### src/rtl/cordic_pipe_param.sv
// Fully pipelined CORDIC (rotation / vectoring per sample) with quadrant pre-rotation,
// optional gain compensation, output saturation and valid/ready backpressure.
module cordic_pipe_param #(
    parameter int unsigned W         = 20,
    parameter int unsigned ANGLE_W   = 21,
    parameter int unsigned ITER      = 10,
    parameter int unsigned GAIN_COMP = 1
) (
    input  logic                      clk_i,
    input  logic                      rst_i,
    input  logic                      in_valid_i,
    output logic                      in_ready_o,
    input  logic                      mode_i,
    input  logic signed [W-1:0]       x_i,
    input  logic signed [W-1:0]       y_i,
    input  logic signed [ANGLE_W-1:0] angle_i,
    output logic                      out_valid_o,
    input  logic                      out_ready_i,
    output logic signed [W-1:0]       x_o,
    output logic signed [W-1:0]       y_o,
    output logic signed [ANGLE_W-1:0] z_o
);

    localparam int unsigned XW = W + 2;
    localparam int unsigned ZW = ANGLE_W + 1;

    localparam logic signed [ZW-1:0] Deg90  = ZW'(90 * 4096);
    localparam logic signed [ZW-1:0] Deg180 = ZW'(180 * 4096);
    localparam logic signed [XW-1:0] SatMax = {3'b000, {(W-1){1'b1}}};
    localparam logic signed [XW-1:0] SatMin = {3'b111, {(W-1){1'b0}}};

    // atan(2^-i) in degrees, Q.12, rounded to nearest
    function automatic logic signed [ZW-1:0] atan_q12(input int unsigned i);
        int unsigned v;
        case (i)
            0:       v = 184320;
            1:       v = 108810;
            2:       v = 57492;
            3:       v = 29184;
            4:       v = 14649;
            5:       v = 7331;
            6:       v = 3667;
            7:       v = 1833;
            8:       v = 917;
            9:       v = 458;
            10:      v = 229;
            11:      v = 115;
            12:      v = 57;
            13:      v = 29;
            14:      v = 14;
            15:      v = 7;
            default: v = 0;
        endcase
        return ZW'(v);
    endfunction

    // Rotation steers z toward 0, vectoring steers y toward 0
    function automatic logic dir_pos(input logic md, input logic signed [XW-1:0] y,
                                     input logic signed [ZW-1:0] z);
        return md ? y[XW-1] : ~z[ZW-1];
    endfunction

    // K ~= 0.60725 as 2^-1 + 2^-3 - 2^-6 - 2^-9 - 2^-13
    function automatic logic signed [XW-1:0] scale_k(input logic signed [XW-1:0] v);
        return (v >>> 1) + (v >>> 3) - (v >>> 6) - (v >>> 9) - (v >>> 13);
    endfunction

    function automatic logic signed [W-1:0] sat(input logic signed [XW-1:0] v);
        if (v > SatMax) return SatMax[W-1:0];
        if (v < SatMin) return SatMin[W-1:0];
        return v[W-1:0];
    endfunction

    logic advance;
    assign advance    = ~out_valid_o | out_ready_i;
    assign in_ready_o = advance;

    // Index 0 is the pre-rotation stage, index k holds the result of micro-rotation k-1
    logic [ITER:0]          vld_d, vld_q;
    logic [ITER-1:0]        md_d, md_q;
    logic signed [XW-1:0]   x_d [ITER+1];
    logic signed [XW-1:0]   x_q [ITER+1];
    logic signed [XW-1:0]   y_d [ITER+1];
    logic signed [XW-1:0]   y_q [ITER+1];
    logic signed [ZW-1:0]   z_d [ITER+1];
    logic signed [ZW-1:0]   z_q [ITER+1];

    logic signed [XW-1:0] x_ext, y_ext;
    logic signed [ZW-1:0] a_ext, pre_z;
    logic                 pre_neg;

    assign x_ext = {{2{x_i[W-1]}}, x_i};
    assign y_ext = {{2{y_i[W-1]}}, y_i};
    assign a_ext = {angle_i[ANGLE_W-1], angle_i};

    always_comb begin
        pre_neg = 1'b0;
        pre_z   = a_ext;
        if (mode_i) begin
            if (x_i[W-1]) begin
                pre_neg = 1'b1;
                pre_z   = y_i[W-1] ? a_ext - Deg180 : a_ext + Deg180;
            end
        end else if (a_ext > Deg90) begin
            pre_neg = 1'b1;
            pre_z   = a_ext - Deg180;
        end else if (a_ext < -Deg90) begin
            pre_neg = 1'b1;
            pre_z   = a_ext + Deg180;
        end
    end

    always_comb begin
        vld_d = '0;
        md_d  = '0;
        x_d   = x_q;
        y_d   = y_q;
        z_d   = z_q;

        vld_d[0] = in_valid_i;
        md_d[0]  = mode_i;
        x_d[0]   = pre_neg ? -x_ext : x_ext;
        y_d[0]   = pre_neg ? -y_ext : y_ext;
        z_d[0]   = pre_z;

        for (int k = 1; k < int'(ITER); k++) begin
            md_d[k] = md_q[k-1];
        end

        for (int k = 1; k <= int'(ITER); k++) begin
            vld_d[k] = vld_q[k-1];
            if (dir_pos(md_q[k-1], y_q[k-1], z_q[k-1])) begin
                x_d[k] = x_q[k-1] - (y_q[k-1] >>> (k - 1));
                y_d[k] = y_q[k-1] + (x_q[k-1] >>> (k - 1));
                z_d[k] = z_q[k-1] - atan_q12(unsigned'(k - 1));
            end else begin
                x_d[k] = x_q[k-1] + (y_q[k-1] >>> (k - 1));
                y_d[k] = y_q[k-1] - (x_q[k-1] >>> (k - 1));
                z_d[k] = z_q[k-1] + atan_q12(unsigned'(k - 1));
            end
        end
    end

    always_ff @(posedge clk_i) begin
        if (rst_i) begin
            vld_q <= '0;
            md_q  <= '0;
            for (int k = 0; k <= int'(ITER); k++) begin
                x_q[k] <= '0;
                y_q[k] <= '0;
                z_q[k] <= '0;
            end
        end else if (advance) begin
            vld_q <= vld_d;
            md_q  <= md_d;
            x_q   <= x_d;
            y_q   <= y_d;
            z_q   <= z_d;
        end
    end

    logic                 t_vld;
    logic signed [XW-1:0] t_x, t_y;
    logic signed [ZW-1:0] t_z;

    if (GAIN_COMP != 0) begin : g_gain
        logic                 g_vld_q;
        logic signed [XW-1:0] g_x_q, g_y_q;
        logic signed [ZW-1:0] g_z_q;

        always_ff @(posedge clk_i) begin
            if (rst_i) begin
                g_vld_q <= 1'b0;
                g_x_q   <= '0;
                g_y_q   <= '0;
                g_z_q   <= '0;
            end else if (advance) begin
                g_vld_q <= vld_q[ITER];
                g_x_q   <= scale_k(x_q[ITER]);
                g_y_q   <= scale_k(y_q[ITER]);
                g_z_q   <= z_q[ITER];
            end
        end

        assign t_vld = g_vld_q;
        assign t_x   = g_x_q;
        assign t_y   = g_y_q;
        assign t_z   = g_z_q;
    end else begin : g_no_gain
        assign t_vld = vld_q[ITER];
        assign t_x   = x_q[ITER];
        assign t_y   = y_q[ITER];
        assign t_z   = z_q[ITER];
    end

    logic                      ov_q;
    logic signed [W-1:0]       ox_q, oy_q;
    logic signed [ANGLE_W-1:0] oz_q;

    always_ff @(posedge clk_i) begin
        if (rst_i) begin
            ov_q <= 1'b0;
            ox_q <= '0;
            oy_q <= '0;
            oz_q <= '0;
        end else if (advance) begin
            ov_q <= t_vld;
            ox_q <= sat(t_x);
            oy_q <= sat(t_y);
            oz_q <= t_z[ANGLE_W-1:0];
        end
    end

    assign out_valid_o = ov_q;
    assign x_o         = ox_q;
    assign y_o         = oy_q;
    assign z_o         = oz_q;

endmodule
### config.mk
export PLATFORM = sky130hd
export DESIGN_NAME = cordic_pipe_param
export DESIGN_NICKNAME = d
export VERILOG_FILES = /design/src/rtl/cordic_pipe_param.sv
export SDC_FILE = /design/constraint.sdc
export NUM_CORES = 2
export LEC_CHECK = 0
export BUFFER_PORTS_ARGS = -buffer_cell sky130_fd_sc_hd__buf_2
export CAP_MARGIN = 30
export CORE_ASPECT_RATIO = 1.2
export CORE_MARGIN = 1
export CORE_UTILIZATION = 40
export DETAILED_ROUTE_END_ITERATION = 12
export GPL_TIMING_DRIVEN = 0
export PLACE_DENSITY_LB_ADDON = 0.25
export SYNTH_ARGS = -nofsm -noshare
export SYNTH_HDL_FRONTEND = slang
export SYNTH_SLANG_ARGS = --single-unit
### constraint.sdc
create_clock -name clk_i -period 5.7 [get_ports clk_i]
set_clock_uncertainty 0.15 [all_clocks]
set_input_delay 1.14 -clock clk_i [delete_from_list [all_inputs] [get_ports clk_i]]
set_output_delay 1.14 -clock clk_i [all_outputs]
set_load 0.01 [all_outputs]
==> out/results.ini <==
[route]
drtIter0Drc=3956
drc=0
wire_per_inst_um=22.3
dr.pass1.iters=6
via_per_inst=5.65
ant_nets=0
wl_um=255000
vias=64800

[place]
routabilityCongestion=0.986
port_buffers=122
dp_hpwl_um=206000
place_ws_ps=-159
postPlaceCellArea_sq_um=72500

[sta]
setup_tns_ps=0
finalHoldViolations=0
drv_slew=0
worst_slack_ps=286
period_share_pct=95.0
fmax_mhz=185
finalSetupViolCount=0
fin_crit_ps=5410
rsz0062_at_grt=false
worst_pin_slew_ps=1080
slew_headroom_pct=28.3

[die]
die_w_um=378
io_pins=129
die_y_um=454
start_util_pct=40.3
core_area_sq_um=169000
die-area_sq_um=172000
row_count=165

[yosys]
synth_top_family_by_area=compound AO/OA/AOI/OAI gates
syn_area_per_cell_sq_um=7.71
synth_flop_cell=dfxtp_1
synth-compound-area-share_pct=23.8
ys_async_sr_fraction_pct=0
syn_area_sq_um=68000
synthAdderAreaFrac_pct=16.3
ys_seq_area_share_pct=25.7
synthCells=8813
synth-xor-area-share_pct=10.7
ys_seq_elements=871
synth_cell_type_count=98
synth-edff-count=0
syn-num-nets=9694
synth-simple-area-share_pct=18.5
synth_mux_area_share_pct=0.464
synth_warnings=0

[critical_path]
startpoint_type=flip-flop
crit_chain=clkbuf_1 > a21o_1 > clkbuf_1 > clkbuf_1 > nor2_1 > xnor2_1 > ha_1 > a21o_1 > a21o_1 > a21boi_1 > o31ai_1 > a311oi_1 > o311ai_1 > nand2_1 > nand2_1 > xnor2_1 > o21ai_0
startpoint=y_q[197]
critPathRequiredTime_ps=6170
worstPathMaxFanout=10
max_stage_delay_ps=620
cpMaxStageDelayCell=o311ai_1
worstPathArrival_ps=5880
end_kind=flip-flop
reg2reg_from=y_q[197]
worst-setup-path-type=reg -> reg

[layout]
final_cell_mix=nand2_1 (1359), a21oi_1 (993), dfxtp_1 (871), ha_1 (694), nor2_1 (630)
stdcell_area_sq_um=76200
drive_above_1_share_pct=5.20
finalNetCount=9990
final_common_cell=nand2_1
area_growth_pct=12.1
fill_cells=17200

[cts]
cts_tree=yes
root_buffer=clkbuf_16
cts_hold_buffers=0
cts-htree-levels=3
cts_setup_buffers=0
clock_latency_ps=760
clkTransAtPathRegs_ps=60
cts_buffer_depth=3
cts.sinks=871
numCtsBuffers=103

[global_routing]
grt_max_degree=26
grt_pass1_vias=63200
grt-ovfl-total=0
antenna_found_initial=29
grt_usage_pct=29.0
grt_pass1_wl_um=378000

[job]
max_cap_violations=0

[hold_path]
hp-class=reg -> reg
min_from=z_o[3]

[run_status]
run_status=completed

## worst max-delay path, delay by kind of cell (launching register included)
family	cells	cell delay [ps]
AOI/OAI and AO/OA	8	2220
buffers and inverters	3	1490
and+or+nand+nor	3	450
adders and majority gates	1	360
DFF	1	300
xor gates and xnor gates	2	270
## cell families after synthesis
family                     after synthesis
AOI/OAI and AO/OA                     2623
xor gates and xnor gates               828
adders and majority gates              815
buffers and inverters                  811
DFF                                    871
muxes                                   30
and+or+nand+nor                       2835
## per-stage QoR
stage	utilization, %	hold slack, ps	cells
2_1_floorplan	-	275	8813
3_3_place_gp	42.3	284	11200
3_5_place_dp	43.0	293	11300
4_1_cts	45.1	300	11400
5_1_grt	45.2	314	11500
6_report	45.2	296	11500
## what timing repair did
action / CTS / global route
gates cloned: 0 / 0
gates resized for setup: 3 / 4
setup endpoints to repair: 4 / 7
## metal layers
metal  share of wire, %  track usage, %  vias up
met1                 37            30.5    30600
met2                 50            53.2     1867
met5              0.024               0        -
li1                   -               -    31600
met3                5.2            3.94      721
met4                7.5            20.0        8
## final cells by class
class | count | area (sq um) | area share [%]
Timing Repair Buffer | 192 | 1710 | 2.24
Clock inverter | 51 | 713 | 0.936
Sequential cell | 871 | 17400 | 22.9
Inverter | 440 | 1650 | 2.17
Buffer | 370 | 1450 | 1.90
Tap cell | 2254 | 2820 | 3.70
Clock buffer | 139 | 2890 | 3.80
Multi-Input combinational cell | 7131 | 47500 | 62.3
Antenna cell | 12 | 30.0 | 0.0394
## final timing paths
path | slack (ps) | depth (start not counted) | endpoint
hold reg to reg | 300 | 2 | z_o[3]
setup reg to reg | 290 | 17 | x_q[174]
hold / removal | 300 | 2 | z_o[3]
setup / recovery | 290 | 17 | x_q[174]
## cells in the mapped netlist (198+ instances only)
cell / count / area [sq um]
nand2_1: 1359 / 5100
a21oi_1: 993 / 4970
dfxtp_1: 871 / 17400
ha_1: 694 / 8680
nor2_1: 630 / 2360
xnor2_1: 486 / 4260
o21ai_0: 442 / 2210
inv_1: 436 / 1640
xor2_1: 341 / 2990
clkbuf_1: 318 / 1190
a21o_1: 251 / 1880
a211oi_1: 198 / 1490
nor3_1: 198 / 991
## sequential cells by signal (all words and copies together), names as in the netlist, 10 cells and up
register,cells
x_q,241
z_q,241
y_q,240
g_gain.g_x_q,22
g_gain.g_y_q,22
g_gain.g_z_q,21
z_o,21
x_o,20
y_o,20
vld_q,11
md_q,10
Power is not shown: default switching activity piles up to over one toggle a cycle in this logic, so the estimate is an artifact.
